File: src/rtl/midi_note_tx.sv
// Serial MIDI transmitter: sends status/note/velocity as 8-N-1 frames on oMIDI,
// optionally omitting a repeated status byte (running status).
module midi_note_tx #(
  parameter int unsigned pClocksPerBit  = 1600,
  parameter int unsigned pTimerWidth    = 11,
  parameter int unsigned pRunningStatus = 0
) (
  input  logic       gClock,
  input  logic       gReset,
  input  logic       iSend,
  input  logic [7:0] iStatus,
  input  logic [7:0] iNote,
  input  logic [7:0] iVelocity,
  output logic       oReady,
  output logic       oMIDI,
  output logic       oMsgDone,
  output logic       oError
);

  localparam logic [1:0] cIdle  = 2'd0;
  localparam logic [1:0] cStart = 2'd1;
  localparam logic [1:0] cData  = 2'd2;
  localparam logic [1:0] cStop  = 2'd3;

  localparam logic [1:0] cSelStatus   = 2'd0;
  localparam logic [1:0] cSelNote     = 2'd1;
  localparam logic [1:0] cSelVelocity = 2'd2;

  localparam logic [pTimerWidth-1:0] cLastTick = pTimerWidth'(pClocksPerBit - 1);

  logic [1:0]             state, stateNext;
  logic [pTimerWidth-1:0] bitTimer, bitTimerNext;
  logic [2:0]             bitIdx, bitIdxNext;
  logic [1:0]             byteSel, byteSelNext;
  logic [7:0]             txByte, txByteNext;
  logic [7:0]             msgNote, msgNoteNext;
  logic [7:0]             msgVelocity, msgVelocityNext;
  logic [7:0]             cacheStatus, cacheStatusNext;
  logic                   cacheValid, cacheValidNext;
  logic                   readyNext, midiNext, msgDoneNext, errorNext;
  logic                   tick, accept, skipStatus;

  // State and registered outputs
  always_ff @(posedge gClock or posedge gReset) begin
    if (gReset) begin
      state       <= cIdle;
      bitTimer    <= '0;
      bitIdx      <= '0;
      byteSel     <= cSelStatus;
      txByte      <= '0;
      msgNote     <= '0;
      msgVelocity <= '0;
      cacheStatus <= '0;
      cacheValid  <= 1'b0;
      oReady      <= 1'b1;
      oMIDI       <= 1'b1;
      oMsgDone    <= 1'b0;
      oError      <= 1'b0;
    end else begin
      state       <= stateNext;
      bitTimer    <= bitTimerNext;
      bitIdx      <= bitIdxNext;
      byteSel     <= byteSelNext;
      txByte      <= txByteNext;
      msgNote     <= msgNoteNext;
      msgVelocity <= msgVelocityNext;
      cacheStatus <= cacheStatusNext;
      cacheValid  <= cacheValidNext;
      oReady      <= readyNext;
      oMIDI       <= midiNext;
      oMsgDone    <= msgDoneNext;
      oError      <= errorNext;
    end
  end

  // Next-state and next-output logic
  always_comb begin
    stateNext       = state;
    bitTimerNext    = bitTimer;
    bitIdxNext      = bitIdx;
    byteSelNext     = byteSel;
    txByteNext      = txByte;
    msgNoteNext     = msgNote;
    msgVelocityNext = msgVelocity;
    cacheStatusNext = cacheStatus;
    cacheValidNext  = cacheValid;
    readyNext       = oReady;
    midiNext        = oMIDI;
    errorNext       = 1'b0;
    msgDoneNext     = 1'b0;

    tick       = (bitTimer == cLastTick);
    accept     = oReady && iSend;
    skipStatus = (pRunningStatus != 0) && cacheValid && (iStatus == cacheStatus);

    case (state)
      cIdle: begin
        bitTimerNext = '0;
        midiNext     = 1'b1;
        readyNext    = 1'b1;
        if (accept) begin
          if (!iStatus[7]) begin
            errorNext = 1'b1;
          end else begin
            stateNext       = cStart;
            readyNext       = 1'b0;
            midiNext        = 1'b0;
            msgNoteNext     = iNote & 8'h7F;
            msgVelocityNext = iVelocity & 8'h7F;
            if (skipStatus) begin
              byteSelNext = cSelNote;
              txByteNext  = iNote & 8'h7F;
            end else begin
              byteSelNext = cSelStatus;
              txByteNext  = iStatus;
            end
          end
        end
      end

      cStart: begin
        bitTimerNext = tick ? '0 : bitTimer + 1'b1;
        if (tick) begin
          stateNext  = cData;
          bitIdxNext = '0;
          midiNext   = txByte[0];
        end
      end

      cData: begin
        bitTimerNext = tick ? '0 : bitTimer + 1'b1;
        if (tick) begin
          if (bitIdx == 3'd7) begin
            stateNext = cStop;
            midiNext  = 1'b1;
          end else begin
            bitIdxNext = bitIdx + 3'd1;
            midiNext   = txByte[bitIdx + 3'd1];
          end
        end
      end

      cStop: begin
        bitTimerNext = tick ? '0 : bitTimer + 1'b1;
        if (tick) begin
          // A status byte becomes the running-status reference once fully sent
          if (byteSel == cSelStatus) begin
            cacheStatusNext = txByte;
            cacheValidNext  = 1'b1;
          end
          if (byteSel == cSelVelocity) begin
            stateNext = cIdle;
            readyNext = 1'b1;
            midiNext  = 1'b1;
          end else begin
            stateNext   = cStart;
            midiNext    = 1'b0;
            byteSelNext = byteSel + 2'd1;
            txByteNext  = (byteSel == cSelStatus) ? msgNote : msgVelocity;
          end
        end
      end

      default: begin
        stateNext = cIdle;
        midiNext  = 1'b1;
        readyNext = 1'b1;
      end
    endcase

    // Pulse lands in the final cycle of the velocity stop bit
    msgDoneNext = (stateNext == cStop) && (bitTimerNext == cLastTick) &&
                  (byteSelNext == cSelVelocity);
  end

endmodule

File: config.mk
export PLATFORM = sky130hd
export DESIGN_NAME = midi_note_tx
export DESIGN_NICKNAME = d
export VERILOG_FILES = /design/src/rtl/midi_note_tx.sv
export SDC_FILE = /design/constraint.sdc
export NUM_CORES = 1
export LEC_CHECK = 0
export CORE_ASPECT_RATIO = 0.6
export CORE_MARGIN = 2
export CORE_UTILIZATION = 32
export DETAILED_ROUTE_END_ITERATION = 12
export PLACE_DENSITY = 0.55
export SKIP_LAST_GASP = 1
export SLEW_MARGIN = 20
export SYNTH_ARGS = -nofsm -noshare
export SYNTH_HDL_FRONTEND = slang
export SYNTH_SLANG_ARGS = --single-unit
File: constraint.sdc
create_clock -name gClock -period 5.6 [get_ports gClock]
set_input_delay 1.12 -clock gClock [delete_from_list [all_inputs] [get_ports gClock]]
set_output_delay 1.12 -clock gClock [all_outputs]
set_load 0.005 [all_outputs]
---- After elaboration in Yosys (flattened, before gate mapping) ----
Index checks and enable logic that the tools add are counted.
word-level totals
  register bits ........................... 44
  logic and storage cells ................. 85
operators by class
  add/sub/neg operators ................... 3
  $lt $le $gt $ge ......................... 1
  eq/ne operators ......................... 17
  mux-type cells .......................... 40
  reduce and logical (&&, ||, !) cells .... 13
operators with widths
  operator                                                                      count
  8-bit two-way mux                                                             4
  11-bit == test, second input constant                                         2
  11-bit one-hot mux with 2 select lines                                        1
  2-bit two-way mux                                                             10
  2-bit inequality test, second input constant                                  8
  8-bit one-hot mux with 2 select lines                                         1
  1-bit two-way mux                                                             13
  11-bit by 1-bit adder with 11-bit output, second input constant               1
  11-bit two-way mux                                                            1
  2-bit == test, second input constant                                          5
  3-bit two-way mux                                                             3
  3-bit AND reduction                                                           3
  2-bit one-hot mux with 4 select lines                                         1
  7-bit two-way mux                                                             1
  3-bit one-hot mux with 2 select lines                                         1
  5-bit AND reduction                                                           1
  2-bit zero test                                                               2
  3-bit by 4-bit less-than comparator with 1-bit output, second input constant  1
  1-bit one-hot mux with 4 select lines                                         1
  2-bit one-hot mux with 2 select lines                                         1
  4-bit AND reduction                                                           1
  2-bit nonzero test                                                            2
  3-bit by 1-bit adder with 3-bit output, second input constant                 1
  1-bit binary-select mux with 3-bit select                                     1
  other kinds (6)                                                               8

---- Logic depth before layout (Yosys ltp) ----
  depth in word-level cells ............... 7
  mapped depth ............................ 8
  depth with buffers taken out ............ 8

---- Least setup slack after synthesis ----
OpenSTA, ideal clock, no wires.
  kind .................................... in2reg
  start ................................... input iSend
  end ..................................... register oMsgDone
  setup time .............................. 95 ps
  arrival time ............................ 2027 ps
  setup slack ............................. 3478 ps
  cell stages on the path ................. 6
  buffers on the path ..................... 0
  path through ............................ nand3_1 > and2_1 > o21a_1 > a31oi_1 > o311ai_0 > nor4b_2
between the ends
  cells in the longest elaborated chain, start to end .. 6
  elaborated cells on any way between the ends .. 9
  those cells by class .................... eq/ne: 2; mux: 4; reduce/logical: 3
RTL lines
  what                                   line  text
  start: declaration                     10    input logic iSend,
  1-bit logical AND *                    93    accept = oReady && iSend;
  2-bit two-way mux                      101   if (accept) begin
  2-bit one-hot mux with 4 select lines  96    case (state)
  2-bit == test                          172   msgDoneNext = (stateNext == cStop) && (bitTimerNext == cLastTick) &&
  1-bit logical AND                      172
  1-bit logical AND *                    172
  named net msgDoneNext                  40    logic readyNext, midiNext, msgDoneNext, errorNext;
  end signal: assignment                 71    oMsgDone <= msgDoneNext;
  end: declaration                       16    output logic oMsgDone,
The timed path passes the listed nets; every way through them passes the cells marked *.
A chain may end at the register's enable or synchronous reset.

---- Worst setup path after layout ----
  start ................................... input iStatus[7]
  end ..................................... register oMsgDone
between the ends
  cells in the longest elaborated chain, start to end .. 6
  elaborated cells on any way between the ends .. 10
  those cells by class .................... eq/ne: 2; mux: 6; reduce/logical: 2
RTL lines
  what                                   line  text
  start: declaration                     11    input logic [7:0] iStatus,
  2-bit two-way mux                      102   if (!iStatus[7]) begin
  2-bit two-way mux                      101
  2-bit one-hot mux with 4 select lines  96
  2-bit == test                          172
  1-bit logical AND                      172
  1-bit logical AND *                    172
  named net msgDoneNext                  40
Marked as above.

==> results.sh <==
export IMPL_avgSynthCellArea_um2=9.133
export IMPL_critPathArrivalTime_ns=3.39
export IMPL_fillers=749
export IMPL_worst_skew_pair_late_latency_ns=0.29
export IMPL_place_gp_congestion=0.8027
export IMPL_finalHoldViolations=0
export IMPL_io_pins=31
export IMPL_area_growth_pct=21.74
export IMPL_grt_pass1_wl_um=9045
export IMPL_clock_sinks=44
export IMPL_viasPerCell=4.757
export IMPL_yosysSeqAreaShare=0.4577
export IMPL_worst_hold_startpoint="msgNote[5]"
export IMPL_dr_pass1_iters=4
export IMPL_cts_resized=0
export IMPL_grt_pass1_vias=1729
export IMPL_postRouteAntennaNets=0
export IMPL_clockBufferDepth=2
export IMPL_worstReg2RegStart="state[1]"
export IMPL_post_cts_setup_buffers=0
export IMPL_slew_violations=0
export IMPL_wirelength_um=5376
export IMPL_port_buffers=28
export IMPL_tightestPinTransition_ns=0.7734
export IMPL_hold_end="msgNote[5]"
export IMPL_rsz0062_at_grt="no"
export IMPL_drt_iter0_drc=87
export IMPL_tns_ns=0
export IMPL_hold_path_depth=2
export IMPL_antenna_found_initial=0
export IMPL_cp_required_ns=5.79
export IMPL_grt_max_degree=45
export IMPL_fin_skew_ns=0.007061
export IMPL_p_leak_nw=1.264
export IMPL_async_flop_share=1.000
export IMPL_cts_root_buffer="clkbuf_16"
export IMPL_synthFlopType="dfrtp_1"
export IMPL_postSynthCellCount=264
export IMPL_hpwl_um=3902
export IMPL_numCtsBuffers=5
export IMPL_maxCapViolCount=0
export IMPL_core_um2=7267
export IMPL_syn_nets=302
export IMPL_ctsHoldBuffers=0
export IMPL_grt_total_usage=0.1423
export IMPL_r2r_slack_ns=2.72
export IMPL_worst_path_max_fanout=18
export IMPL_tritoncts="built"
export IMPL_synth_area_leaders="dfrtp_1, nand2_1, ha_1"
export IMPL_period_minus_slack_ns=3.198
export IMPL_power_per_cell_area_nw_per_um2=363.8
export IMPL_clk_pin_slew_worst_paths_ns=0.07
export IMPL_ys_ff_latch=44
export IMPL_layout_drive_gt1_share=0.1065
export IMPL_nNetsFinal=328
export IMPL_hold_path_class="register to register"
export IMPL_rows=24
export IMPL_wl_per_cell_um=13.61
export IMPL_vias=1879
export IMPL_r2r_end="oMsgDone"
export IMPL_grt_overflow_total=0
export IMPL_synthDistinctLibCells=49
export IMPL_netlist_top_cell_by_area="dfrtp_1"
export IMPL_die_x_um=116.1
export IMPL_dpl_worst_slack_ns=2.085
export IMPL_criticalPathCategory="input port to register"
export IMPL_netlist_area_um2=2411
export IMPL_reg2regPathDepth=6
export IMPL_synth_edff_count=0
export IMPL_outcome="completed"
export IMPL_ir_worst_vdd_mv=0.1582
export IMPL_die_h_um=71.24
export IMPL_critPathCaptureType="register"
export IMPL_dieArea_um2=8268
export IMPL_relSlewSlack=0.4829
export IMPL_ys_warn_count=0
export IMPL_fin_crit_sh=0.5710
export IMPL_n_antenna_cell=0
export IMPL_start_util=0.3318
export IMPL_drc_errors=0
export IMPL_fmax_mhz=312.7
export IMPL_htree_num_levels=2
export IMPL_yosysTopAreaCellShare=0.4359
export IMPL_postLayoutSetupSlackWorst_ns=2.402
export IMPL_setup_violations=0
export IMPL_crit_path_start_kind="input port"
[critical path, stage by stage]
cell             delay [ns]
clkdlybuf4s50_1        0.50
nand4_1                0.62
inv_1                  0.68
nor3_1                 0.16
nor4b_2                0.30
[worst max path at each step]
stage               startpoint        end  depth (start not counted)  slack, ns
floorplan               gReset  bitIdx[0]                          1       3.45
global placement         iSend   oMsgDone                          5       2.10
detailed placement  iStatus[7]   oMsgDone                          5       2.08
CTS                 iStatus[7]   oMsgDone                          5       2.38
global route        iStatus[7]   oMsgDone                          5       2.09
finish              iStatus[7]   oMsgDone                          5       2.40
[layer usage]
layer | part of all wire | global-route usage | routed length (um) | vias to the layer above
li1 | - | - | - | 969
met1 | 0.59 | 0.2439 | 3152 | 872
met2 | 0.38 | 0.1741 | 2032 | 36
met3 | 0.029 | 0.02792 | 157 | 2
met4 | 0.0063 | 0.03968 | 34 | 0
met5 | 0 | 0 | 0 | -
[power by group]
part           total, mW  switching, mW  internal [mW]
registers          0.479         0.0613          0.418
clock network      0.292          0.126          0.166
logic              0.297          0.163          0.134
[sequential cells by signal, indices dropped and copies added, names as in the netlist]
signal / cells
bitTimer: 11
state: 2
oError: 1
txByte: 8
bitIdx: 3
byteSel: 2
msgVelocity: 7
oMIDI: 1
oMsgDone: 1
oReady: 1
msgNote: 7
[layout by cell type (no fill, tap or decap), types with 2 or more instances in the layout]
cell             instances
mux2_2                   7
xnor2_1                  3
clkbuf_16                5
mux4_2                   2
ha_1                    11
dfrtp_1                 42
a22oi_1                  9
nor4b_2                  2
o21ai_1                  4
clkdlybuf4s50_1         28
o21ai_0                  7
nand3_1                  9
or2_2                    2
nor3_1                   6
nor2_1                  23
nor2b_1                  3
clkinvlp_4               2
and4_1                   2
a21oi_1                  7
nand2_1                 71
nand4_1                  5
dfstp_2                  2
inv_1                    7
xor2_1                   4
[cell families after synthesis]
group	count (synthesis)	share of synthesized area
buffers and inverters	18	0.03010
adder cells (fa/ha/maj)	11	0.05708
AO/OA/AOI/OAI	39	0.1079
flip-flops	44	0.4577
multiplexers	10	0.05553
XOR/XNOR	7	0.02543
AND/OR/NAND/NOR	135	0.2662
[area by class of cell]
class	instances	area [um2]	share of cell area
flip-flops and latches	44	1104	0.3760
inverters	8	30.03	0.01023
well taps	104	130.1	0.04433
clock inverters	3	23.77	0.008099
clock buffers	5	125.1	0.04263
multi-input cells	202	1235	0.4207
repair buffers	29	287.8	0.09804
[stage by stage]
stage,instances,area (um2),power (mW),hold WS (ns),utilization
3_3_place_gp,387,2786,0.7733,0.4525,0.3834
2_1_floorplan,264,2411,0.6787,0.4401,-
6_report,395,2935,1.068,0.4725,0.4039
3_5_place_dp,387,2786,0.7797,0.4574,0.3834
5_1_grt,395,2935,1.153,0.4980,0.4039
4_1_cts,395,2935,1.080,0.4743,0.4039
[synth_stat cells, types with 2 or more instances]
| cell type | instances |
|---|---|
| mux4_2 | 2 |
| nor2_1 | 23 |
| nor3_1 | 6 |
| o21ai_1 | 4 |
| or2_2 | 2 |
| clkbuf_1 | 4 |
| nor2b_1 | 3 |
| a22oi_1 | 9 |
| dfstp_2 | 2 |
| o21ai_0 | 7 |
| nor4b_2 | 2 |
| dfrtp_1 | 42 |
| buf_1 | 2 |
| and4_1 | 2 |
| inv_1 | 8 |
| mux2_2 | 7 |
| buf_2 | 4 |
| nand2_1 | 71 |
| xnor2_1 | 3 |
| ha_1 | 11 |
| a21oi_1 | 7 |
| xor2_1 | 4 |
| nand3_1 | 9 |
| nand4_1 | 5 |
Note: power is estimated with default switching activity, not from simulation.
